--- config.mk ---
export PLATFORM = sky130hd
export DESIGN_NAME = mem_port_mux_flat
export DESIGN_NICKNAME = d
export VERILOG_FILES = /design/src/rtl/mem_pkg.sv /design/src/rtl/mem_port_mux_if.sv /design/src/rtl/tag_fifo.sv /design/src/rtl/mem_port_mux.sv /design/src/flat_wrapper.sv
export SDC_FILE = /design/constraint.sdc
export NUM_CORES = 1
export LEC_CHECK = 0
export BUFFER_PORTS_ARGS = -buffer_cell sky130_fd_sc_hd__buf_2
export CORE_AREA = 2 2 154 156
export DETAILED_ROUTE_END_ITERATION = 12
export DIE_AREA = 0 0 156 158
export PLACE_DENSITY_LB_ADDON = 0.15
export SYNTH_ARGS = -nofsm -noshare
export SYNTH_HDL_FRONTEND = slang
export SYNTH_SLANG_ARGS = --single-unit
export TNS_END_PERCENT = 30
--- constraint.sdc ---
create_clock -name clock -period 2.47 [get_ports clock]
set_clock_uncertainty 0.15 [all_clocks]
set_input_delay 0.247 -clock clock [delete_from_list [all_inputs] [get_ports clock]]
set_output_delay 0.247 -clock clock [all_outputs]
set_load 0.005 [all_outputs]
--- src/rtl/mem_pkg.sv ---
// Shared widths for the SDRAM port mux and its arbiter.
// Imported by mem_port_mux, its bus interface and tag_fifo.
package mem_pkg;

   localparam int MUX_COUNT       = 4;
   localparam int MEM_ADDR_W      = 24;
   localparam int MEM_DATA_W      = 32;
   localparam int MEM_MAX_PENDING = 8;

   // Tag width able to name every core, never zero bits wide.
   function automatic int tag_w(input int n);
      return (n > 1) ? $clog2(n) : 1;
   endfunction

endpackage

--- src/rtl/mem_port_mux_if.sv ---
// Avalon-style memory bus with N parallel command lanes.
// The read-data bus is shared; readdatavalid is one strobe per lane.
interface mem_port_mux_if
   import mem_pkg::*;
#(
   parameter int N      = 1,
   parameter int ADDR_W = MEM_ADDR_W,
   parameter int DATA_W = MEM_DATA_W
);

   localparam int BE_W = DATA_W / 8;

   logic [N*ADDR_W-1:0] address;
   logic [N-1:0]        read;
   logic [N-1:0]        write;
   logic [N*DATA_W-1:0] writedata;
   logic [N*BE_W-1:0]   byteenable;
   logic [N-1:0]        waitrequest;
   logic [DATA_W-1:0]   readdata;
   logic [N-1:0]        readdatavalid;

   modport master (
      output address, read, write, writedata, byteenable,
      input  waitrequest, readdata, readdatavalid
   );

   modport slave (
      input  address, read, write, writedata, byteenable,
      output waitrequest, readdata, readdatavalid
   );

endinterface

--- src/rtl/tag_fifo.sv ---
// Tag FIFO recording which core owns each outstanding read.
// Pointers wrap modulo DEPTH (a power of two).
module tag_fifo
   import mem_pkg::*;
#(
   parameter int WIDTH = 2,
   parameter int DEPTH = MEM_MAX_PENDING
) (
   input  logic                   clock,
   input  logic                   reset_n,
   input  logic                   push,
   input  logic                   pop,
   input  logic [WIDTH-1:0]       din,
   output logic [WIDTH-1:0]       dout,
   output logic                   full,
   output logic                   empty,
   output logic [$clog2(DEPTH):0] count
);

   localparam int PTR_W = $clog2(DEPTH);
   localparam logic [PTR_W:0]   CNT_MAX = DEPTH[PTR_W:0];
   localparam logic [PTR_W:0]   CNT_ONE = 1;
   localparam logic [PTR_W-1:0] PTR_ONE = 1;

   logic [WIDTH-1:0] store [DEPTH];
   logic [PTR_W-1:0] wr_ptr;
   logic [PTR_W-1:0] rd_ptr;
   logic             do_push;
   logic             do_pop;

   assign full    = (count == CNT_MAX);
   assign empty   = (count == '0);
   assign do_push = push & ~full;
   assign do_pop  = pop & ~empty;
   assign dout    = store[rd_ptr];

   always_ff @(posedge clock) begin
      if (!reset_n) begin
         wr_ptr <= '0;
         rd_ptr <= '0;
         count  <= '0;
      end else begin
         if (do_push) wr_ptr <= wr_ptr + PTR_ONE;
         if (do_pop)  rd_ptr <= rd_ptr + PTR_ONE;
         case ({do_push, do_pop})
            2'b10:   count <= count + CNT_ONE;
            2'b01:   count <= count - CNT_ONE;
            default: count <= count;
         endcase
      end
   end

   always_ff @(posedge clock) begin
      if (do_push) store[wr_ptr] <= din;
   end

endmodule

--- src/rtl/mem_port_mux.sv ---
// Shares one SDRAM port among COUNT cores, routing read returns by tag.
// Define MEM_PORT_MUX_RESP_REG_EN to register the read-return outputs.
module mem_port_mux
   import mem_pkg::*;
#(
   parameter int COUNT       = MUX_COUNT,
   parameter int ADDR_W      = MEM_ADDR_W,
   parameter int DATA_W      = MEM_DATA_W,
   parameter int MAX_PENDING = MEM_MAX_PENDING
) (
   input  logic                         clock,
   input  logic                         reset_n,
   input  logic [COUNT-1:0]             authorized,
   mem_port_mux_if.slave                core,
   mem_port_mux_if.master               mem,
   output logic [$clog2(MAX_PENDING):0] pending,
   output logic                         err_unsolicited
);

   localparam int TAG_W = tag_w(COUNT);
   localparam int BE_W  = DATA_W / 8;

   logic             sel_valid;
   logic [TAG_W-1:0] sel;
   logic             sel_read;
   logic             full;
   logic             empty;
   logic             push;
   logic             pop;
   logic [TAG_W-1:0] tag;
   logic [COUNT-1:0] rdv_next;
   logic [DATA_W-1:0] rdata_next;

   // Lowest set grant bit wins; scanning downward leaves it last.
   always_comb begin
      sel_valid = 1'b0;
      sel       = '0;
      for (int i = COUNT - 1; i >= 0; i--) begin
         if (authorized[i]) begin
            sel_valid = 1'b1;
            sel       = i[TAG_W-1:0];
         end
      end
   end

   assign sel_read = sel_valid & core.read[sel];

   always_comb begin
      mem.address    = '0;
      mem.writedata  = '0;
      mem.byteenable = '0;
      if (sel_valid) begin
         mem.address    = core.address[sel*ADDR_W +: ADDR_W];
         mem.writedata  = core.writedata[sel*DATA_W +: DATA_W];
         mem.byteenable = core.byteenable[sel*BE_W +: BE_W];
      end
   end

   // Read beats write; a write presented with a read is dropped.
   assign mem.read  = sel_read & ~full;
   assign mem.write = sel_valid & core.write[sel] & ~core.read[sel];

   always_comb begin
      core.waitrequest = '1;
      if (sel_valid) begin
         core.waitrequest[sel] = mem.waitrequest[0] | (sel_read & full);
      end
   end

   assign push = mem.read[0] & ~mem.waitrequest[0];
   assign pop  = reset_n & mem.readdatavalid[0] & ~empty;

   tag_fifo #(
      .WIDTH (TAG_W),
      .DEPTH (MAX_PENDING)
   ) u_tag_fifo (
      .clock   (clock),
      .reset_n (reset_n),
      .push    (push),
      .pop     (pop),
      .din     (sel),
      .dout    (tag),
      .full    (full),
      .empty   (empty),
      .count   (pending)
   );

   always_ff @(posedge clock) begin
      if (!reset_n) begin
         err_unsolicited <= 1'b0;
      end else if (mem.readdatavalid[0] & empty) begin
         err_unsolicited <= 1'b1;
      end
   end

   always_comb begin
      rdv_next   = '0;
      rdata_next = '0;
      if (pop) begin
         rdv_next[tag] = 1'b1;
         rdata_next    = mem.readdata;
      end
   end

`ifdef MEM_PORT_MUX_RESP_REG_EN
   logic [COUNT-1:0]  rdv_q;
   logic [DATA_W-1:0] rdata_q;

   always_ff @(posedge clock) begin
      if (!reset_n) begin
         rdv_q   <= '0;
         rdata_q <= '0;
      end else begin
         rdv_q   <= rdv_next;
         rdata_q <= rdata_next;
      end
   end

   assign core.readdatavalid = rdv_q;
   assign core.readdata      = rdata_q;
`else
   assign core.readdatavalid = rdv_next;
   assign core.readdata      = rdata_next;
`endif

endmodule

--- src/flat_wrapper.sv ---
// flat-port wrapper written by rule: the top's interface ports become plain ports
module mem_port_mux_flat import mem_pkg::*;
#(
   parameter int COUNT       = MUX_COUNT,
   parameter int ADDR_W      = MEM_ADDR_W,
   parameter int DATA_W      = MEM_DATA_W,
   parameter int MAX_PENDING = MEM_MAX_PENDING
)
  (clock, reset_n, authorized, pending, err_unsolicited, core_address, core_read, core_write, core_writedata, core_byteenable, core_waitrequest, core_readdata, core_readdatavalid, mem_address, mem_read, mem_write, mem_writedata, mem_byteenable, mem_waitrequest, mem_readdata, mem_readdatavalid);
  mem_port_mux_if #(.N(COUNT), .ADDR_W(ADDR_W), .DATA_W(DATA_W)) core_i ();
  mem_port_mux_if #(.N(1), .ADDR_W(ADDR_W), .DATA_W(DATA_W)) mem_i ();
  input  logic clock;
  input  logic reset_n;
  input  logic [COUNT-1:0] authorized;
  output logic [$clog2(MAX_PENDING):0] pending;
  output logic err_unsolicited;
  input wire logic [$bits(core_i.address)-1:0] core_address;
  input wire logic [$bits(core_i.read)-1:0] core_read;
  input wire logic [$bits(core_i.write)-1:0] core_write;
  input wire logic [$bits(core_i.writedata)-1:0] core_writedata;
  input wire logic [$bits(core_i.byteenable)-1:0] core_byteenable;
  output wire logic [$bits(core_i.waitrequest)-1:0] core_waitrequest;
  output wire logic [$bits(core_i.readdata)-1:0] core_readdata;
  output wire logic [$bits(core_i.readdatavalid)-1:0] core_readdatavalid;
  output wire logic [$bits(mem_i.address)-1:0] mem_address;
  output wire logic [$bits(mem_i.read)-1:0] mem_read;
  output wire logic [$bits(mem_i.write)-1:0] mem_write;
  output wire logic [$bits(mem_i.writedata)-1:0] mem_writedata;
  output wire logic [$bits(mem_i.byteenable)-1:0] mem_byteenable;
  input wire logic [$bits(mem_i.waitrequest)-1:0] mem_waitrequest;
  input wire logic [$bits(mem_i.readdata)-1:0] mem_readdata;
  input wire logic [$bits(mem_i.readdatavalid)-1:0] mem_readdatavalid;
  assign core_i.address = core_address;
  assign core_i.read = core_read;
  assign core_i.write = core_write;
  assign core_i.writedata = core_writedata;
  assign core_i.byteenable = core_byteenable;
  assign core_waitrequest = core_i.waitrequest;
  assign core_readdata = core_i.readdata;
  assign core_readdatavalid = core_i.readdatavalid;
  assign mem_address = mem_i.address;
  assign mem_read = mem_i.read;
  assign mem_write = mem_i.write;
  assign mem_writedata = mem_i.writedata;
  assign mem_byteenable = mem_i.byteenable;
  assign mem_i.waitrequest = mem_waitrequest;
  assign mem_i.readdata = mem_readdata;
  assign mem_i.readdatavalid = mem_readdatavalid;
  mem_port_mux #(.COUNT(COUNT), .ADDR_W(ADDR_W), .DATA_W(DATA_W), .MAX_PENDING(MAX_PENDING)) u_core (.clock(clock), .reset_n(reset_n), .authorized(authorized), .core(core_i), .mem(mem_i), .pending(pending), .err_unsolicited(err_unsolicited));
endmodule
==> impl_metrics.env <==
export IMPL_ff2ff_setup_slack_ns=0.13
export IMPL_grt_pass1_vias=4889
export IMPL_synth_cells=402
export IMPL_final_cell_mix="buf_2, nand2_1, a222oi_1, a21oi_2, and3_1"
export IMPL_design_area_sq_mm=0.00602
export IMPL_cts_tree="done"
export IMPL_die_h_um=158
export IMPL_first_pass_iters=7
export IMPL_syn2layout_area_growth_pct=74.6
export IMPL_clkTransAtPathRegs_ns=0.05
export IMPL_required_ns=2.52
export IMPL_hold_viol=0
export IMPL_h_tree_depth=2
export IMPL_drc=0
export IMPL_top_level_ports=395
export IMPL_place_hpwl_um=16400
export IMPL_path_class="flip-flop to flip-flop"
export IMPL_cellPowerDensity_mw_per_mm2=383
export IMPL_drv_slew=0
export IMPL_core_sq_mm=0.0231
export IMPL_multi_input_area_sq_mm=0.00245
export IMPL_syn_num_nets=695
export IMPL_setup_viol=0
export IMPL_fin_hold_ws_ns=0.0992
export IMPL_grt_max_degree=62
export IMPL_dp_cells=1067
export IMPL_drv_cap=0
export IMPL_fmax_ghz=0.428
export IMPL_status="completed"
export IMPL_initial_core_util_pct=15.0
export IMPL_worstMarginPinSlew_ns=0.708
export IMPL_synth_edf_count=16
export IMPL_critPathMaxFanout=6
export IMPL_grt_ovfl_total=0
export IMPL_clockRootBuffer="clkbuf_16"
export IMPL_power_mw=2.31
export IMPL_avgSynthCellArea_sq_um=8.58
export IMPL_cts_sinks=30
export IMPL_cts_setup_buffers=0
export IMPL_die_width_um=156
export IMPL_crit_path_end_kind="flip-flop"
export IMPL_fin_crit_ns=2.34
export IMPL_leakage_nw=3.02
export IMPL_yosys_warnings=0
export IMPL_hold_class="primary input to flip-flop"
export IMPL_drive_above_1_share_pct=65.1
export IMPL_final_period_utilization_pct=94.6
export IMPL_antenna_found_initial=7
export IMPL_wl_um=19900
export IMPL_dpl_instance_area_sq_mm=0.00584
export IMPL_post_drt_wl_per_cell_um=18.4
export IMPL_ys_ff_latch=30
export IMPL_nNetsFinal=1077
export IMPL_rows=56
export IMPL_ir_worst_vdd_v=0.000234
export IMPL_layout_commonest_cell="buf_2"
export IMPL_ctsLongestPathBuffers=2
export IMPL_seq_area_sq_um=761
export IMPL_grt_total_usage_pct=15.0
export IMPL_synth_flop_cell="edfxtp_1"
export IMPL_die_area_sq_mm=0.0246
export IMPL_startpoint_type="flip-flop"
export IMPL_io_buffers=394
export IMPL_vias_per_cell=4.53
export IMPL_async_flop_share_pct=0
export IMPL_gp_congestion=0.799
export IMPL_vias=4896
export IMPL_yosysSeqAreaShare_pct=22.1
export IMPL_synth_cell_types=49
export IMPL_cts_buffers=5
export IMPL_ant_nets=0
export IMPL_layout_cells_non_filler=1080
export IMPL_fillCellCount=2586
export IMPL_drtIter0Drc=446
export IMPL_max_slew_margin_pct=52.8
export IMPL_insertion_delay_ns=0.27
export IMPL_grt_pass1_wl_um=28300
export IMPL_rsz0062_at_grt="yes"
export IMPL_synth_area_sq_mm=0.00345
export IMPL_cp_arrival_ns=2.39
==> logic make-up (layout without fill, tap and decap cells) <==
group	Yosys count	after routing	synth area share, %
adders and majority gates	5	5	1.81
AOI/OAI and AO/OA	138	138	36.9
xor gates and xnor gates	5	5	1.27
muxes	14	14	5.19
DFF	30	30	22.1
other	0	5	0
and+or+nand+nor	159	159	24.5
buffers and inverters	51	434	8.31
==> power by group <==
group	switching, mW	internal (mW)	total (mW)
logic	0.509	0.538	1.05
clock network	0.202	0.471	0.674
registers	0.0295	0.556	0.585
total	0.741	1.56	2.31
==> worst max-delay path: stages, from the launching register on <==
cell	delay, ns
dfxtp_1	0.34
nor4b_2	0.17
buf_4	0.16
a211oi_4	0.22
nand2_4	0.09
ha_4	0.17
xor2_1	0.14
ha_1	0.19
a21oi_2	0.11
xor2_1	0.08
or3_1	0.30
a21boi_0	0.15
==> stage by stage <==
| step | setup TNS, ns | setup WS [ns] | util, % |
|---|---|---|---|
| after floorplan | 0 | 0.00864 | - |
| after global placement | 0 | 0.0711 | 25.3 |
| after detailed placement | 0 | 0.0558 | 25.3 |
| after CTS | 0 | 0.0691 | 26.0 |
| after global routing | -0.00107 | -0.00107 | 26.1 |
| final | 0 | 0.134 | 26.1 |
==> final cells by class <==
class | count | share of cell area (%)
antenna | 5 | 0.208
clock buffer | 6 | 2.14
clock inverter | 2 | 0.561
inverter | 4 | 0.249
multi-input combinational | 321 | 40.7
sequential | 30 | 12.6
tap | 290 | 6.02
timing repair buffer | 422 | 37.5
==> flip-flops by register name (all words and copies together) (netlist names), named ones only <==
register                  count
u_core.u_tag_fifo.store      16
u_core.u_tag_fifo.count       4
u_core.u_tag_fifo.rd_ptr      3
u_core.u_tag_fifo.wr_ptr      3
u_core.err_unsolicited        1
==> per-layer routing <==
layer,up-vias,track usage [%],part of all wire (%),wire (um)
met5,-,0,0.11,21
met4,4,4.85,1.8,350
met3,23,3.89,8.5,1690
met2,272,28.2,53,10400
met1,2233,16.5,37,7370
li1,2364,-,-,-
==> Yosys cell counts, types with 2 or more instances <==
master    count  area, sq um
nor2_1        7         26.3
and2_1        4         25.0
buf_2        28          140
nand3b_1      2         15.0
a21oi_2      59          517
mux4_2        3         67.6
buf_6         7         78.8
a211oi_2      2         25.0
nor3_1        7         35.0
nor3_2        2         20.0
inv_1         3         11.3
clkbuf_1     10         37.5
ha_1          5         62.6
xor2_1        3         26.3
nand2_1      76          285
dfxtp_1      14          280
nor4_2        3         37.5
xnor2_1       2         17.5
buf_4         2         15.0
nand3_1       2         10.0
and3_1       34          213
a21oi_1       5         25.0
nor3b_1       2         15.0
nand2b_1      6         37.5
o21ai_0       2         10.0
mux2i_1      10          100
edfxtp_1     16          480
nor2b_1       6         37.5
a222oi_1     60          601
==> final timing paths <==
check	from	end	depth (start not counted)
worst min register to register	u_core.err_unsolicited	u_core.err_unsolicited	2
worst max register to register	u_core.u_tag_fifo.count[3]	u_core.u_tag_fifo.count[2]	11
worst max-delay path	u_core.u_tag_fifo.count[3]	u_core.u_tag_fifo.count[2]	11
worst min-delay path	mem_readdatavalid	u_core.err_unsolicited	3
==> repair_timing <==
item	CTS	global route
gates resized for setup	0	2
setup endpoints to repair	0	2
hold buffers	0	0
(Power assumes the default switching activity.)
